File: src/rtl/tokenizer.sv
// Byte FIFO plus classifier that turns a raw UART byte stream into character / word-complete / end-of-line tokens.
// Optional build macro TOKENIZER_COMMENT_EN enables backslash line comments.
module tokenizer #(
  parameter int DEPTH = 16,
  parameter int WIDTH = 32
) (
  input  logic       i_clk,
  input  logic       i_rst,
  input  logic       i_en,
  input  logic [7:0] i_rx_data,
  input  logic       i_rx_valid,
  input  logic       i_next,
  output logic [7:0] o_data,
  output logic       o_ready,
  output logic       o_wc,
  output logic       o_eol,
  output logic       o_err,
  output logic       o_overflow
);
  localparam int AW = $clog2(DEPTH);
  localparam int LW = $clog2(WIDTH + 1);
  localparam logic [AW:0] CNT_FULL = (AW + 1)'(DEPTH);
  localparam logic [LW-1:0] LEN_MAX = LW'(WIDTH);

  typedef enum logic {S_EMPTY, S_FULL} state_t;

  logic [7:0]    r_mem [DEPTH];
  logic [AW-1:0] r_wr_ptr, r_rd_ptr;
  logic [AW:0]   r_count;
  logic          r_overflow;
  logic          r_in_word, r_last_cr, r_trunc;
  logic [LW-1:0] r_len;
  state_t        r_state, w_state_next;
  logic [7:0]    r_data;
  logic          r_wc, r_eol, r_err;
`ifdef TOKENIZER_COMMENT_EN
  logic          r_comment, w_comment_next;
`endif

  logic          w_push, w_pop, w_emit, w_term;
  logic [7:0]    w_byte, w_tok_data;
  logic          w_tok_wc, w_tok_eol, w_tok_err;
  logic          w_in_word_next, w_last_cr_next, w_trunc_next;
  logic [LW-1:0] w_len_next;

  // Output register is free when empty or being handed off this cycle.
  assign w_pop  = i_en && (r_count != '0) && ((r_state == S_EMPTY) || i_next);
  assign w_push = i_rx_valid && ((r_count != CNT_FULL) || w_pop);
  assign w_byte = r_mem[r_rd_ptr];

  always_ff @(posedge i_clk) begin
    if (w_push) r_mem[r_wr_ptr] <= i_rx_data;
  end

  always_ff @(posedge i_clk) begin
    if (i_rst) begin
      r_wr_ptr   <= '0;
      r_rd_ptr   <= '0;
      r_count    <= '0;
      r_overflow <= 1'b0;
    end else begin
      if (w_push) r_wr_ptr <= r_wr_ptr + 1'b1;
      if (w_pop)  r_rd_ptr <= r_rd_ptr + 1'b1;
      if (w_push && !w_pop)      r_count <= r_count + 1'b1;
      else if (!w_push && w_pop) r_count <= r_count - 1'b1;
      if (i_rx_valid && !w_push) r_overflow <= 1'b1;
    end
  end

  // Classify the byte at the FIFO head; results only take effect on a pop.
  always_comb begin
    w_tok_wc       = 1'b0;
    w_tok_eol      = 1'b0;
    w_in_word_next = r_in_word;
    w_len_next     = r_len;
    w_trunc_next   = r_trunc;
    w_last_cr_next = (w_byte == 8'h0D);
    w_emit         = 1'b0;
`ifdef TOKENIZER_COMMENT_EN
    w_comment_next = r_comment;
    if (w_byte == 8'h0D || w_byte == 8'h0A) w_comment_next = 1'b0;
`endif
    if (w_byte == 8'h0D) begin
      w_tok_eol = 1'b1;
    end else if (w_byte == 8'h0A) begin
      w_tok_eol = !r_last_cr;
    end
`ifdef TOKENIZER_COMMENT_EN
    else if (r_comment) begin
      w_emit = 1'b0;
    end else if (w_byte == 8'h5C && !r_in_word) begin
      w_comment_next = 1'b1;
    end
`endif
    else if (w_byte == 8'h20 || w_byte == 8'h09) begin
      w_tok_wc = r_in_word;
    end else if (w_byte < 8'h20 || w_byte == 8'h7F) begin
      w_emit = 1'b0;
    end else begin
      w_in_word_next = 1'b1;
      if (r_len < LEN_MAX) begin
        w_emit     = 1'b1;
        w_len_next = r_len + LW'(1);
      end else begin
        w_trunc_next = 1'b1;
      end
    end
    w_term     = w_tok_wc || w_tok_eol;
    w_tok_err  = w_term && r_trunc;
    w_tok_data = w_tok_eol ? 8'h0A : (w_tok_wc ? 8'h20 : w_byte);
    if (w_term) begin
      w_emit         = 1'b1;
      w_in_word_next = 1'b0;
      w_len_next     = '0;
      w_trunc_next   = 1'b0;
    end
  end

  always_ff @(posedge i_clk) begin
    if (i_rst) begin
      r_in_word <= 1'b0;
      r_len     <= '0;
      r_last_cr <= 1'b0;
      r_trunc   <= 1'b0;
`ifdef TOKENIZER_COMMENT_EN
      r_comment <= 1'b0;
`endif
    end else if (w_pop) begin
      r_in_word <= w_in_word_next;
      r_len     <= w_len_next;
      r_last_cr <= w_last_cr_next;
      r_trunc   <= w_trunc_next;
`ifdef TOKENIZER_COMMENT_EN
      r_comment <= w_comment_next;
`endif
    end
  end

  always_ff @(posedge i_clk) begin
    if (i_rst) r_state <= S_EMPTY;
    else       r_state <= w_state_next;
  end

  always_comb begin
    w_state_next = r_state;
    case (r_state)
      S_EMPTY: if (w_pop && w_emit) w_state_next = S_FULL;
      S_FULL:  if (i_next) w_state_next = (w_pop && w_emit) ? S_FULL : S_EMPTY;
      default: w_state_next = S_EMPTY;
    endcase
  end

  always_ff @(posedge i_clk) begin
    if (i_rst) begin
      r_data <= 8'h00;
      r_wc   <= 1'b0;
      r_eol  <= 1'b0;
      r_err  <= 1'b0;
    end else if (w_pop && w_emit) begin
      r_data <= w_tok_data;
      r_wc   <= w_tok_wc;
      r_eol  <= w_tok_eol;
      r_err  <= w_tok_err;
    end
  end

  always_comb begin
    o_ready    = (r_state == S_FULL);
    o_data     = r_data;
    o_wc       = r_wc;
    o_eol      = r_eol;
    o_err      = r_err;
    o_overflow = r_overflow;
  end
endmodule
File: config.mk
export PLATFORM = sky130hd
export DESIGN_NAME = tokenizer
export DESIGN_NICKNAME = d
export VERILOG_FILES = /design/src/rtl/tokenizer.sv
export SDC_FILE = /design/constraint.sdc
export NUM_CORES = 1
export LEC_CHECK = 0
export ABC_AREA = 1
export CORE_MARGIN = 5
export CORE_UTILIZATION = 35
export DETAILED_ROUTE_END_ITERATION = 10
export GPL_TIMING_DRIVEN = 0
export PLACE_DENSITY = 0.62
export SYNTH_ARGS = -nofsm -noshare
export SYNTH_HDL_FRONTEND = slang
export SYNTH_SLANG_ARGS = --single-unit
File: constraint.sdc
create_clock -name i_clk -period 2.6 [get_ports i_clk]
set_input_delay 0.65 -clock i_clk [delete_from_list [all_inputs] [get_ports i_clk]]
set_output_delay 0.65 -clock i_clk [all_outputs]
set_load 0.05 [all_outputs]
* Yosys cells after proc, flatten, opt, wreduce, memory -nomap -nowiden
Memories as Yosys holds them, arrays and structs flattened. A register that Yosys moved wholly into a read port is not among the register bits.
Index checks and enable logic that the tools add are counted.
** Operators by class
- Magnitude comparators :: 2
- Add/subtract/negate cells :: 5
- Bitwise logic cells :: 1
- Equal/unequal tests :: 11
- Reductions and logical operators :: 22
- Multiplexer cells :: 39
** Operator list (number)
- $mux W6 :: 6
- $mux W1 :: 26
- $eq A8 B4 Y1 const B :: 3
- $mux W8 :: 2
- $reduce_and A6 Y1 :: 2
- $mux W5 :: 2
- $ne A2 B2 Y1 const B :: 5
- $add A4 B1 Y4 const B :: 2
- $eq A8 B6 Y1 const B :: 1
- $eq A8 B7 Y1 const B :: 1
- $logic_and A1 B1 Y1 :: 8
- $lt A8 B6 Y1 const B :: 1
- $mux W4 :: 2
- $add A6 B1 Y6 const B :: 1
- $lt A6 B6 Y1 const B :: 1
- $add A5 B1 Y5 const B :: 1
- $logic_or A1 B1 Y1 :: 5
- $ne A5 B5 Y1 const B :: 1
- $reduce_and A5 Y1 :: 1
- $reduce_bool A5 Y1 :: 1
- $sub A5 B1 Y5 const B :: 1
- $reduce_bool A2 Y1 :: 2
- $logic_not A1 Y1 :: 3
- $pmux W1 S2 :: 1
- $not A1 Y1 :: 1
** Word-level totals
- Logic and storage cells :: 94
- Memories kept :: 1
- Output and inout port bits :: 13
- Register bits :: 35
- Memory bits (writable) :: 128
- Input port bits :: 13
** Memories
- r_mem :: depth 16, bits a word 8, read ports 1, clocked after Yosys merged registers in 1, wr ports 1, RTL line 27 : logic [7:0] r_mem [DEPTH];

* Longest topological paths before layout
- Depth in word-level cells :: 11
- Depth in mapped cells :: 21
- Gate-level depth less buffers :: 19

* Least setup slack after synthesis
OpenSTA, ideal clock, no wires.
- Path type :: reg-to-reg
- Start :: reg r_state (netlist: o_ready)
- End :: reg r_count[4]
- Arrival time :: 2.636 ns
- Buffers on the path :: 0
- Setup time :: 0.121 ns
- Required time :: 2.479 ns
- Cell stages (with the launch flop) :: 19
- Period minus slack after synthesis :: 2.757 ns
- Slack :: -0.157 ns
- Path through :: dfxtp_1 inv_1 nor2_1 nor2_1 nand2_1 nand3_1 nand2_1 inv_1 ha_1 inv_1 ha_1 nand2_1 nor2_1 a211oi_1 nand2_1 nand2_1 nor2_1 o21ai_0 a21oi_1
** Between the ends
- Longest elaborated chain between the ends :: 8
- Elaborated cells on any way between the ends :: 11
- Those cells by class :: mux (1); bitwise (1); reduce/logical (9)
** Ends and longest elaborated chain
- start, declared :: RTL line 33 : state_t r_state, w_state_next;
- start signal, assigned :: RTL line 141 : else r_state <= w_state_next;
- $not A1 Y1 (*)
- $logic_or A1 B1 Y1 (*) :: RTL line 47 : assign w_pop = i_en && (r_count != '0) && ((r_state == S_EMPTY) || i_next);
- $logic_and A1 B1 Y1 (*) :: RTL line 47
- $logic_or A1 B1 Y1 (*) :: RTL line 48 : assign w_push = i_rx_valid && ((r_count != CNT_FULL) || w_pop);
- $logic_and A1 B1 Y1 (*) :: RTL line 48
- net w_push :: RTL line 40 : logic w_push, w_pop, w_emit, w_term;
- $logic_not A1 Y1 :: RTL line 65 : else if (!w_push && w_pop) r_count <= r_count - 1'b1;
- $logic_and A1 B1 Y1 :: RTL line 65
- $reduce_bool A2 Y1 (no line)
- end signal, assigned :: RTL line 64 : if (w_push && !w_pop) r_count <= r_count + 1'b1;
- end signal, assigned :: RTL line 65
- end, declared :: RTL line 29 : logic [AW:0] r_count;
Mark *: on every way through the listed nets, which the timed path passes. The rest lies on a longest branch.
A chain may end at the register's enable or synchronous reset.

* Worst setup path after layout
- Start :: in i_en
- End :: mem r_mem[12][7] (enable)
** Between the ends
- Longest elaborated chain between the ends :: 6
** Ends and longest elaborated chain
- start, declared :: RTL line 9 : input logic i_en,
- $logic_and A1 B1 Y1 (2 in a row) :: RTL line 47
- $logic_or A1 B1 Y1 :: RTL line 48
- $logic_and A1 B1 Y1 :: RTL line 48
- net w_push :: RTL line 40
- $mux W1 :: RTL line 52 : if (w_push) r_mem[r_wr_ptr] <= i_rx_data;
- $mux W1 (implied by the code) :: RTL line 52
- end, declared :: RTL line 27
The timed path passes the listed nets, and every way through them passes these cells.

==> impl_metrics.yaml <==
worst_setup_path:
  worst_ep_required_time_ns: 2.65
  crit_start: "i_en"
  ff2ff_path_depth: 16
  startpoint_type: "input pin"
  cp_max_fo: 8
  worst-r2r-setup-slack_ns: 0.17
  worstPathArrival_ns: 2.57
  r2r_end: "o_data[5]$_SDFFE_PP0P_"
  endpoint_kind: "flip-flop"
  critical_path_class: "input pin to flip-flop"
yosys:
  syn_area_mm2: 0.007625
  synth-async-reset-ratio_pct: 0
  yosysTopAreaCellShare_pct: 50.41
  synthDistinctLibCells: 38
  synth.avg_cell_area_um2: 9.788
  synth_seq_cells: 167
  synth_edf_count: 128
  netlist_instances: 779
  ys_seq_area_share_pct: 60.65
  ys_warn_count: 0
  synth.net_count: 803
  synth_top_area_cell: "edfxtp_1"
  synth.area.top_cells: "edfxtp_1 (50%), nand2_1 (11%), dfxtp_1 (10%), nand3_1 (6.6%), inv_1 (4.8%)"
  yosys_most_used_dff: "edfxtp_1"
sta:
  relSlewSlack_pct: 28.85
  tightest_slew_ns: 1.063
  fmax_mhz: 395.9
  setup_viol: 0
  fin_crit_sh_pct: 97.16
  post-route-min-period_ns: 2.526
  skew_ns: 0.008530
  tns_ns: 0
  hold_viol_final: 0
  drv_slew: 0
  setup_ws_ns: 0.07381
power_and_ir_drop:
  power.leakage_uw: 0.003635
  p_per_area_mw_per_mm2: 946.4
  power_uw: 8568
  max-vdd-ir-drop_mv: 0.4405
status:
  status: "complete, no violations"
clock_tree:
  clock_latency_ns: 0.43
  cts_buffers: 17
  clock-root-buffer: "clkbuf_16"
  clock-sinks: 167
  h-tree-depth: 4
  clk_pin_slew_worst_paths_ns: 0.07
  clock_path_buffers: 2
  postCtsHoldBufs: 0
  cts_tree: "built"
route:
  ant_nets: 0
  dr_wl_met3_um: 1012
  first_pass_iters: 5
  wl_per_cell_um: 15.38
  vias_per_cell: 4.755
  wirelength_um: 17240
  wl_met2_um: 8231
  drc: 0
  via_count: 5330
  wl_met1_um: 7713
  first_iter_violations: 417
  top_layer: "met4"
hold_path:
  holdPathStages: 2
  hp-start: "o_overflow$_SDFFE_PP0P_"
  min_to: "o_overflow$_SDFFE_PP0P_"
  min_path_type: "flip-flop to flip-flop"
die:
  rows: 54
  core_mm2: 0.02162
  die_h_um: 157.6
  io_pins: 26
  initial_core_util_pct: 35.27
  dieArea_mm2: 0.02484
  die_w_um: 157.6
placement:
  gp_congestion: 0.8023
  dp_hpwl_um: 11520
  postPlaceCellArea_mm2: 0.008230
  placedCellCount: 1083
  pre_cts_slack_ns: -0.7412
  portBuffers: 24
run:
  cap_violations: 0
layout:
  final_cell_mix: "nand2_1 (206), edfxtp_1 (128), nand3_1 (96)"
  final_cell_area_mm2: 0.009054
  final_layout_size_suffix_gt1_share_pct: 17.95
  final_common_cell: "nand2_1"
  fill_cells: 2065
  areaGrowthSynthToFinish_pct: 18.74
  instances_no_fill: 1121
  num_antenna_cells: 0
  fin_nets: 853
global_route:
  antenna_found_initial: 0
  track_usage_pct: 14.57
  grt_max_degree: 17
  grt_pass1_wl_um: 27380
  grt_pass1_vias: 4983
  gr-total-overflow: 0
## cell type report
cell class	instances	area, um^2	share of cell area, %
flip-flops and latches	167	4627	51.11
multi-input cells	475	2512	27.75
clock buffers	17	425.4	4.699
inverters	107	415.4	4.588
well taps	280	350.3	3.870
repair buffers	31	292.8	3.234
plain buffers	30	290.3	3.206
clock inverters	14	140.1	1.548
## cell families after synthesis
family                     synth area share [%]
DFF                                       60.65
buffers and inverters                     8.500
adders and majority gates                 1.904
and+or+nand+nor                           24.16
xor gates and xnor gates                 0.5744
AOI/OAI and AO/OA                         4.217
## critical path, cell delays in order
cell,delay (ns)
clkdlybuf4s50_1,0.45
inv_1,0.05
nor2_2,0.15
nand2_4,0.06
nand3_1,0.08
nand2_2,0.09
inv_4,0.09
nand2_1,0.12
nor2_1,0.82
## flip-flops by register name, indices dropped and copies added (netlist names), named ones only
register and flops:
r_mem 128, o_ready 1, r_rd_ptr 4, r_count 5
r_trunc 1, r_in_word 1, o_err 1, o_data 8
r_wr_ptr 4, r_len 6, r_last_cr 1, o_eol 1
o_overflow 1, o_wc 1
## worst max-delay path by stage
stage,to,slack (ns),cells past startpoint
after CTS,r_count[4]$_SDFFE_PP0P_,0.02,18
after floorplan,r_count[4]$_SDFFE_PP0P_,0.03,17
after global routing,r_count[4]$_SDFFE_PP0P_,-0.01,17
after global placement,r_count[4]$_SDFFE_PP0P_,-0.73,18
after detailed placement,r_count[4]$_SDFFE_PP0P_,-0.74,18
final,r_mem[12][7]$_DFFE_PP_,0.07,9
## cells in the mapped netlist (all sizes together) (2+ instances only)
library cell and count:
o211ai 3, buf 28, nand4 6, a21oi 27, nor2 60, ha 10, dfxtp 39, nand2 229
clkbuf 2, o21ai 17, nand3 110, a211oi 3, inv 106, xor2 3, edfxtp 128, xnor2 2
## power breakdown
group          internal [uW]  total, uW  switching, uW
clock network           1340       2420           1080
registers               3070       3210            143
logic                   1080       2940           1860
## timing repair
item                       4_1_cts  5_1_grt
pin swaps                        2       13
resized for setup               18       40
setup buffers                    3        4
setup endpoints to repair      131       62
## through the flow
stage          util, %  hold WS (ns)
3_5_place_dp     38.07        0.4548
4_1_cts          41.13        0.4655
5_1_grt          41.88        0.4934
3_3_place_gp     38.07        0.4448
2_1_floorplan        -        0.4405
6_report         41.88        0.4566
## layer usage
metal | global-route usage (%) | up-vias
li1 | - | 2653
met3 | 2.542 | 25
met2 | 23.37 | 147
met1 | 20.10 | 2505
met4 | 4.957 | 0
met5 | 0 | -
Power figures use the tool's default switching activity.
